## src/rtl/pipe_exec_ctrl.sv

```systemverilog
`default_nettype none
// ============================================================================
// Module      : pipe_exec_ctrl
// Description : Run/step/halt sequencer for the 5-stage pipelined core.
//               Conditions the run switch and step button (2-flop sync plus
//               debounce), drives pipeline/PC enables, IF bubble and flush,
//               drains in-flight instructions on HALT and then freezes.
// Revision    : 1.0 - initial release
// ============================================================================
module pipe_exec_ctrl #(
    parameter int DEBOUNCE_CYCLES = 4,
    parameter int PIPE_DEPTH      = 5,
    parameter int CNT_W           = 16
) (
    input  logic             clk,
    input  logic             rst,
    input  logic             sw,
    input  logic             step,
    input  logic             halt_id,
    input  logic             stall_req,
    output logic             pipe_en,
    output logic             pc_en,
    output logic             if_bubble,
    output logic             flush,
    output logic [2:0]       state,
    output logic [CNT_W-1:0] cycle_cnt
);

    // The debounce counter only ever needs to reach DEBOUNCE_CYCLES-1.
    localparam int c_DB_W    = (DEBOUNCE_CYCLES < 2) ? 1 : $clog2(DEBOUNCE_CYCLES);
    localparam int c_DRAIN_W = (PIPE_DEPTH < 3) ? 1 : $clog2(PIPE_DEPTH);

    localparam logic [c_DB_W-1:0]    c_DB_LAST    = c_DB_W'(DEBOUNCE_CYCLES - 1);
    localparam logic [c_DRAIN_W-1:0] c_DRAIN_LOAD = c_DRAIN_W'(PIPE_DEPTH - 2);
    localparam logic [c_DRAIN_W-1:0] c_DRAIN_LAST = c_DRAIN_W'(1);

    typedef enum logic [2:0] {
        S_IDLE   = 3'd0,
        S_RUN    = 3'd1,
        S_STEP   = 3'd2,
        S_DRAIN  = 3'd3,
        S_HALTED = 3'd4
    } state_t;

    state_t                r_state;
    state_t                w_state_nxt;
    logic [c_DRAIN_W-1:0]  r_drain_cnt;
    logic                  w_drain_load;
    logic                  r_flush;
    logic                  w_flush_nxt;
    logic [CNT_W-1:0]      r_cycle_cnt;

    // Bit 0 carries the run switch, bit 1 the step button.
    logic [1:0]            w_raw;
    logic [1:0]            r_sync1;
    logic [1:0]            r_sync2;
    logic [1:0]            r_db;
    logic [1:0]            r_db_q;
    logic [c_DB_W-1:0]     r_db_cnt [2];

    logic                  w_db_sw;
    logic                  w_sw_fall;
    logic                  w_step_pulse;
    logic                  w_halt_go;

    assign w_raw        = {step, sw};
    assign w_db_sw      = r_db[0];
    assign w_sw_fall    = ~r_db[0] & r_db_q[0];
    assign w_step_pulse = r_db[1] & ~r_db_q[1];
    // A HALT held behind a load-use stall is not yet acted on.
    assign w_halt_go    = halt_id & ~stall_req;

    // Synchronize both pins, then flip the debounced value only after a run
    // of DEBOUNCE_CYCLES consecutive disagreeing samples.
    always_ff @(posedge clk) begin
        if (rst) begin
            r_sync1 <= '0;
            r_sync2 <= '0;
            r_db    <= '0;
            r_db_q  <= '0;
            for (int i = 0; i < 2; i++) begin
                r_db_cnt[i] <= '0;
            end
        end else begin
            r_sync1 <= w_raw;
            r_sync2 <= r_sync1;
            r_db_q  <= r_db;
            for (int i = 0; i < 2; i++) begin
                if (r_sync2[i] != r_db[i]) begin
                    if (r_db_cnt[i] == c_DB_LAST) begin
                        r_db[i]     <= ~r_db[i];
                        r_db_cnt[i] <= '0;
                    end else begin
                        r_db_cnt[i] <= r_db_cnt[i] + 1'b1;
                    end
                end else begin
                    r_db_cnt[i] <= '0;
                end
            end
        end
    end

    // Sequencer state, drain countdown and the registered flush pulse.
    always_ff @(posedge clk) begin
        if (rst) begin
            r_state     <= S_IDLE;
            r_drain_cnt <= '0;
            r_flush     <= 1'b0;
        end else begin
            r_state <= w_state_nxt;
            r_flush <= w_flush_nxt;
            if (w_drain_load) begin
                r_drain_cnt <= c_DRAIN_LOAD;
            end else if (r_state == S_DRAIN) begin
                r_drain_cnt <= r_drain_cnt - 1'b1;
            end
        end
    end

    // Next-state selection; HALT outranks the run switch dropping.
    always_comb begin
        w_state_nxt  = r_state;
        w_drain_load = 1'b0;
        w_flush_nxt  = 1'b0;
        unique case (r_state)
            S_IDLE: begin
                if (w_db_sw) begin
                    w_state_nxt = S_RUN;
                end else if (w_step_pulse) begin
                    w_state_nxt = S_STEP;
                end
            end
            S_RUN: begin
                if (w_halt_go) begin
                    w_state_nxt  = S_DRAIN;
                    w_drain_load = 1'b1;
                end else if (!w_db_sw) begin
                    w_state_nxt = S_IDLE;
                end
            end
            S_STEP: begin
                if (w_halt_go) begin
                    w_state_nxt  = S_DRAIN;
                    w_drain_load = 1'b1;
                end else begin
                    w_state_nxt = S_IDLE;
                end
            end
            S_DRAIN: begin
                if (r_drain_cnt == c_DRAIN_LAST) begin
                    w_state_nxt = S_HALTED;
                end
            end
            S_HALTED: begin
                if (w_sw_fall) begin
                    w_state_nxt = S_IDLE;
                    w_flush_nxt = 1'b1;
                end
            end
            default: begin
                w_state_nxt = S_IDLE;
            end
        endcase
    end

    // Pipeline control outputs decoded from the current state and hazards.
    always_comb begin
        pipe_en   = 1'b0;
        pc_en     = 1'b0;
        if_bubble = 1'b0;
        unique case (r_state)
            S_RUN, S_STEP: begin
                pipe_en   = 1'b1;
                pc_en     = ~stall_req & ~halt_id;
                if_bubble = w_halt_go;
            end
            S_DRAIN: begin
                pipe_en   = 1'b1;
                if_bubble = 1'b1;
            end
            default: begin
                pipe_en   = 1'b0;
            end
        endcase
    end

    // Active-cycle counter: saturating, cleared by the flush pulse.
    always_ff @(posedge clk) begin
        if (rst || r_flush) begin
            r_cycle_cnt <= '0;
        end else if (pipe_en && (r_cycle_cnt != {CNT_W{1'b1}})) begin
            r_cycle_cnt <= r_cycle_cnt + 1'b1;
        end
    end

    assign flush     = r_flush;
    assign state     = r_state;
    assign cycle_cnt = r_cycle_cnt;

endmodule
`default_nettype wire

```

## config.mk

```make
export PLATFORM = sky130hd
export DESIGN_NAME = pipe_exec_ctrl
export DESIGN_NICKNAME = d
export VERILOG_FILES = /design/src/rtl/pipe_exec_ctrl.sv
export SDC_FILE = /design/constraint.sdc
export NUM_CORES = 1
export LEC_CHECK = 0
export CORE_MARGIN = 4
export CORE_UTILIZATION = 47
export CTS_CLUSTER_DIAMETER = 60
export DETAILED_ROUTE_END_ITERATION = 8
export HOLD_SLACK_MARGIN = 0.1
export PLACE_DENSITY = 0.75
export SLEW_MARGIN = 20
export SYNTH_ARGS = -nofsm -noshare
export SYNTH_HDL_FRONTEND = slang
export SYNTH_SLANG_ARGS = --single-unit
```

## constraint.sdc

```tcl
create_clock -name clk -period 1.75 [get_ports clk]
set_clock_uncertainty 0.15 [all_clocks]
set_input_delay 0.35 -clock clk [delete_from_list [all_inputs] [get_ports clk]]
set_output_delay 0.35 -clock clk [all_outputs]
set_load 0.03 [all_outputs]
```

==> metrics.md <==
| Metric | Value |
|---|---|
| Post-synthesis xor/xnor area fraction | `3.156%` |
| Final net count | `263` |
| Gate Count Post-Synth | `183` |
| Hold path depth | `1` |
| Maximum clock frequency | `562.8 MHz` |
| EDFF count, synth | `4` |
| Detail Placement HPWL | `3.101 mm` |
| Avg Inst Size Synth | `9.100 um^2` |
| Area Overhead vs Synth | `48.08%` |
| Slew Limit Fails | `0` |
| CTS clk-pin slew, worst paths | `0.12 ns` |
| DRT iter0 DRCs | `165` |
| Capturing point of the worst reg2reg path | `cycle_cnt[5]` |
| Worst path slowest cell | `dfxtp_4` |
| Hold Crit Class | `flop to flop` |
| Setup TNS | `-0.08662 ns` |
| Final setup fails | `6` |
| Compound-Gate Fraction of Synth Area | `16.00%` |
| Mux share of post-synthesis cell area | `1.803%` |
| Failing checks | `negative setup slack` |
| Share of layout cells above drive strength 1 | `38.74%` |
| Worst-skew pair later-pin latency | `0.35 ns` |
| Largest net degree at the start of global routing | `14` |
| Per-cell routed wire length | `14.10 um` |
| Drt first pass iters | `4` |
| Reg2reg path depth | `7` |
| Seq/Total Area, Yosys | `44.48%` |
| Vias post-DR | `1643` |
| CP endpoint kind | `flop` |
| I/O Pins | `29` |
| Slowest Stage Delay on Critical Path | `0.38 ns` |
| Post-Syn Area | `0.001665 mm^2` |
| CP bufs+invs | `2` |
| HP Start | `r_sync1[0]` |
| PortBufs | `28` |
| CP required | `1.88 ns` |
| H-tree Lvls | `2` |
| Via density | `5.495` |
| Yosys warnings | `0` |
| Diodes inserted | `0` |
| # DRC | `0` |
| Final setup margin | `-0.02699 ns` |
| Yosys cell types | `44` |
| WP data arrival | `1.91 ns` |
| Root Driver | `clkbuf_4` |
| CP Max Fanout | `6` |
| Die width | `67.53 um` |
| CP top delay family | `compound AO/OA/AOI/OAI gates` |
| First-pass GRT wire length | `7.134 mm` |
| Most used cell, CP | `buf_4` |
| Tot Pwr | `1.540 mW` |
| Die height | `67.53 um` |
| Reg-to-reg startpoint | `cycle_cnt[1]` |
| Min Hold Slack | `0.3195 ns` |
| Placed Area | `0.002248 mm^2` |
| Leakage | `0.9634 nW` |
| CTS tree | `yes` |
| Die area | `0.004560 mm^2` |
| Cell Rows | `21` |
| Setup CP Type | `flop to flop` |
| Clock buffer depth | `2` |
| PD cells | `624.5 mW/mm^2` |
| Final hold viol count | `0` |
| GPL Wtd Cong | `0.8930` |
| Clock Sinks | `35` |
| Initial antenna violation count | `0` |
| Routed Antenna Nets | `0` |
| Main combinational cell family by area after synthesis | `simple AND/OR/NAND/NOR gates` |
| Vias in the first global route | `1624` |
| Max-Cap Viols | `0` |
| CP cell instances | `ha_4 > nand4_1 > buf_4 > o41ai_4 > buf_4 > o31ai_2 > a21oi_1` |
| Yosys reg bits | `35` |
| Peak supply drop | `0.6632 mV` |
| Final min period | `1.777 ns` |
| Initial core utilization | `49.13%` |
| TritonCTS buffer count | `5` |
| Drt total wl | `4.216 mm` |
| Primary FF master, synth | `dfxtp_1` |
| CORE AREA | `0.003390 mm^2` |
| Status | `finished with violations` |
| Unrepaired setup endpoints after global routing | `true` |
| Grt ovf | `0` |
| Post-synth ARST share | `0%` |
| Synth Area in Adders | `3.757%` |
| Worst hold endpoint | `r_sync2[0]` |
| Final Cycle Share | `101.5%` |
| Critical Path Source Type | `flop` |
| All-layer global routing usage | `20.65%` |
| Post-CTS Hold Fix Bufs | `0` |
| Worst R2R Setup Slack | `-0.03 ns` |
| Final instance area | `0.002466 mm^2` |
| Simple-gate share of the synthesized area | `27.12%` |
report_power, final:
part	internal, mW	switching (mW)
Sequential	0.819	0.0201
Clock	0.161	0.298
Combinational	0.119	0.123
flip-flops by register name, summed over array words and instances (netlist names), 2 cells and up:
signal       cells
cycle_cnt       16
r_db_cnt         4
r_drain_cnt      3
state            3
r_db             2
r_db_q           2
r_sync1          2
r_sync2          2
cell families (layout without fill, tap and decap cells):
| kind of cell | after synthesis | in the layout |
|---|---|---|
| fa+ha+maj | 5 | 5 |
| simple gates | 81 | 81 |
| flops | 35 | 35 |
| buf+inv | 13 | 80 |
| other cells | 1 | 4 |
| compound gates | 39 | 39 |
| xor+xnor | 6 | 6 |
| mux | 3 | 3 |
worst max path at each step:
stage / startpoint / endpoint / slack (ns) / cells past startpoint
after global routing: cycle_cnt[1] / cycle_cnt[5] / -0.12 / 7
after floorplan: cycle_cnt[1] / cycle_cnt[5] / -0.09 / 5
after CTS: cycle_cnt[1] / cycle_cnt[15] / -0.01 / 5
after global placement: halt_id / if_bubble / -0.18 / 5
after detailed placement: halt_id / if_bubble / -0.30 / 5
final: cycle_cnt[1] / cycle_cnt[5] / -0.03 / 7
layer usage:
metal  GRT usage (%)  vias to the layer above  routed length, um
met4           6.076                        0                 49
met2           38.64                       34               2274
li1                -                      808                  -
met5               0                        -                  0
met3           5.990                        6                181
met1           22.12                      795               1710
worst reg2reg max path, delay by kind of cell, from the launching register on:
| kind | cells | cell delay [ns] |
|---|---|---|
| flip-flops | 1 | 0.38 |
| buffers and inverters | 2 | 0.40 |
| AO/OA/AOI/OAI | 3 | 0.48 |
| adder cells (fa/ha/maj) | 1 | 0.14 |
| AND/OR/NAND/NOR | 1 | 0.15 |
stage by stage:
stage                     setup WS [ns]  utilization, %  instances
after CTS                      -0.01051           70.51        297
after floorplan                -0.08841               -        186
after global routing            -0.1206           72.76        299
final                          -0.02699           72.76        299
after global placement          -0.1790           66.33        281
after detailed placement        -0.3016           66.33        281
layout by cell type, fill, tap and decap left out, types with 3 or more instances in the layout:
cell type | Yosys | layout
o21ai_0 | 11 | 8
edfxtp_1 | 4 | 4
nand2b_1 | 3 | 3
dlygate4sd2_1 | 0 | 15
nor2_1 | 13 | 13
or3_1 | 8 | 7
a21oi_1 | 12 | 10
mux2i_1 | 3 | 3
dfxtp_1 | 31 | 13
conb_1 | 1 | 4
nor2b_1 | 8 | 7
clkdlybuf4s15_1 | 0 | 3
nand2_1 | 15 | 15
clkbuf_2 | 0 | 4
nand3_1 | 7 | 4
dfxtp_4 | 0 | 11
or3_4 | 1 | 3
xnor2_1 | 4 | 3
nand4_1 | 4 | 4
clkbuf_4 | 0 | 5
dfxtp_2 | 0 | 7
inv_1 | 7 | 6
clkdlybuf4s50_1 | 0 | 3
buf_4 | 0 | 38
ha_1 | 5 | 4
nor3_1 | 4 | 4
area by class of cell:
cell class	instances	area (um^2)
Multi-Input combinational cell	138	1010
Fill cell	262	923.4
Sequential cell	35	790.8
Timing Repair Buffer	65	519.2
Tap cell	46	57.56
Clock buffer	5	37.54
Inverter	7	26.28
Clock inverter	3	25.02
Yosys cell counts, types with 2 or more instances:
master    number  area share (%)
nor2_1        13             2.9
edfxtp_1       4             7.2
nand2_1       15             3.4
nor3_1         4             1.2
or3_2          2            0.90
nand4_1        4             1.5
mux2i_1        3             1.8
nor2b_1        8             3.0
a21oi_1       12             3.6
o41ai_1        2             1.1
clkbuf_1       3            0.68
xor2_1         2             1.1
o21ai_0       11             3.3
nand3_1        7             2.1
ha_1           5             3.8
inv_1          7             1.6
xnor2_1        4             2.1
or4_1          3             1.4
or2_2          3             1.1
dfxtp_1       31              37
or3_1          8             3.0
nor4_1         3             1.1
and3_1         2            0.75
o311ai_0       3             1.6
o31ai_1        2            0.90
nand2b_1       3             1.1
a22o_1         2             1.1
timing repair:
action	4_1_cts	5_1_grt
resized for setup	39	30
gates cloned	0	0
setup endpoints to repair	32	21
buffers inserted	8	2
pin swaps	8	8
(Power assumes the default switching activity.)
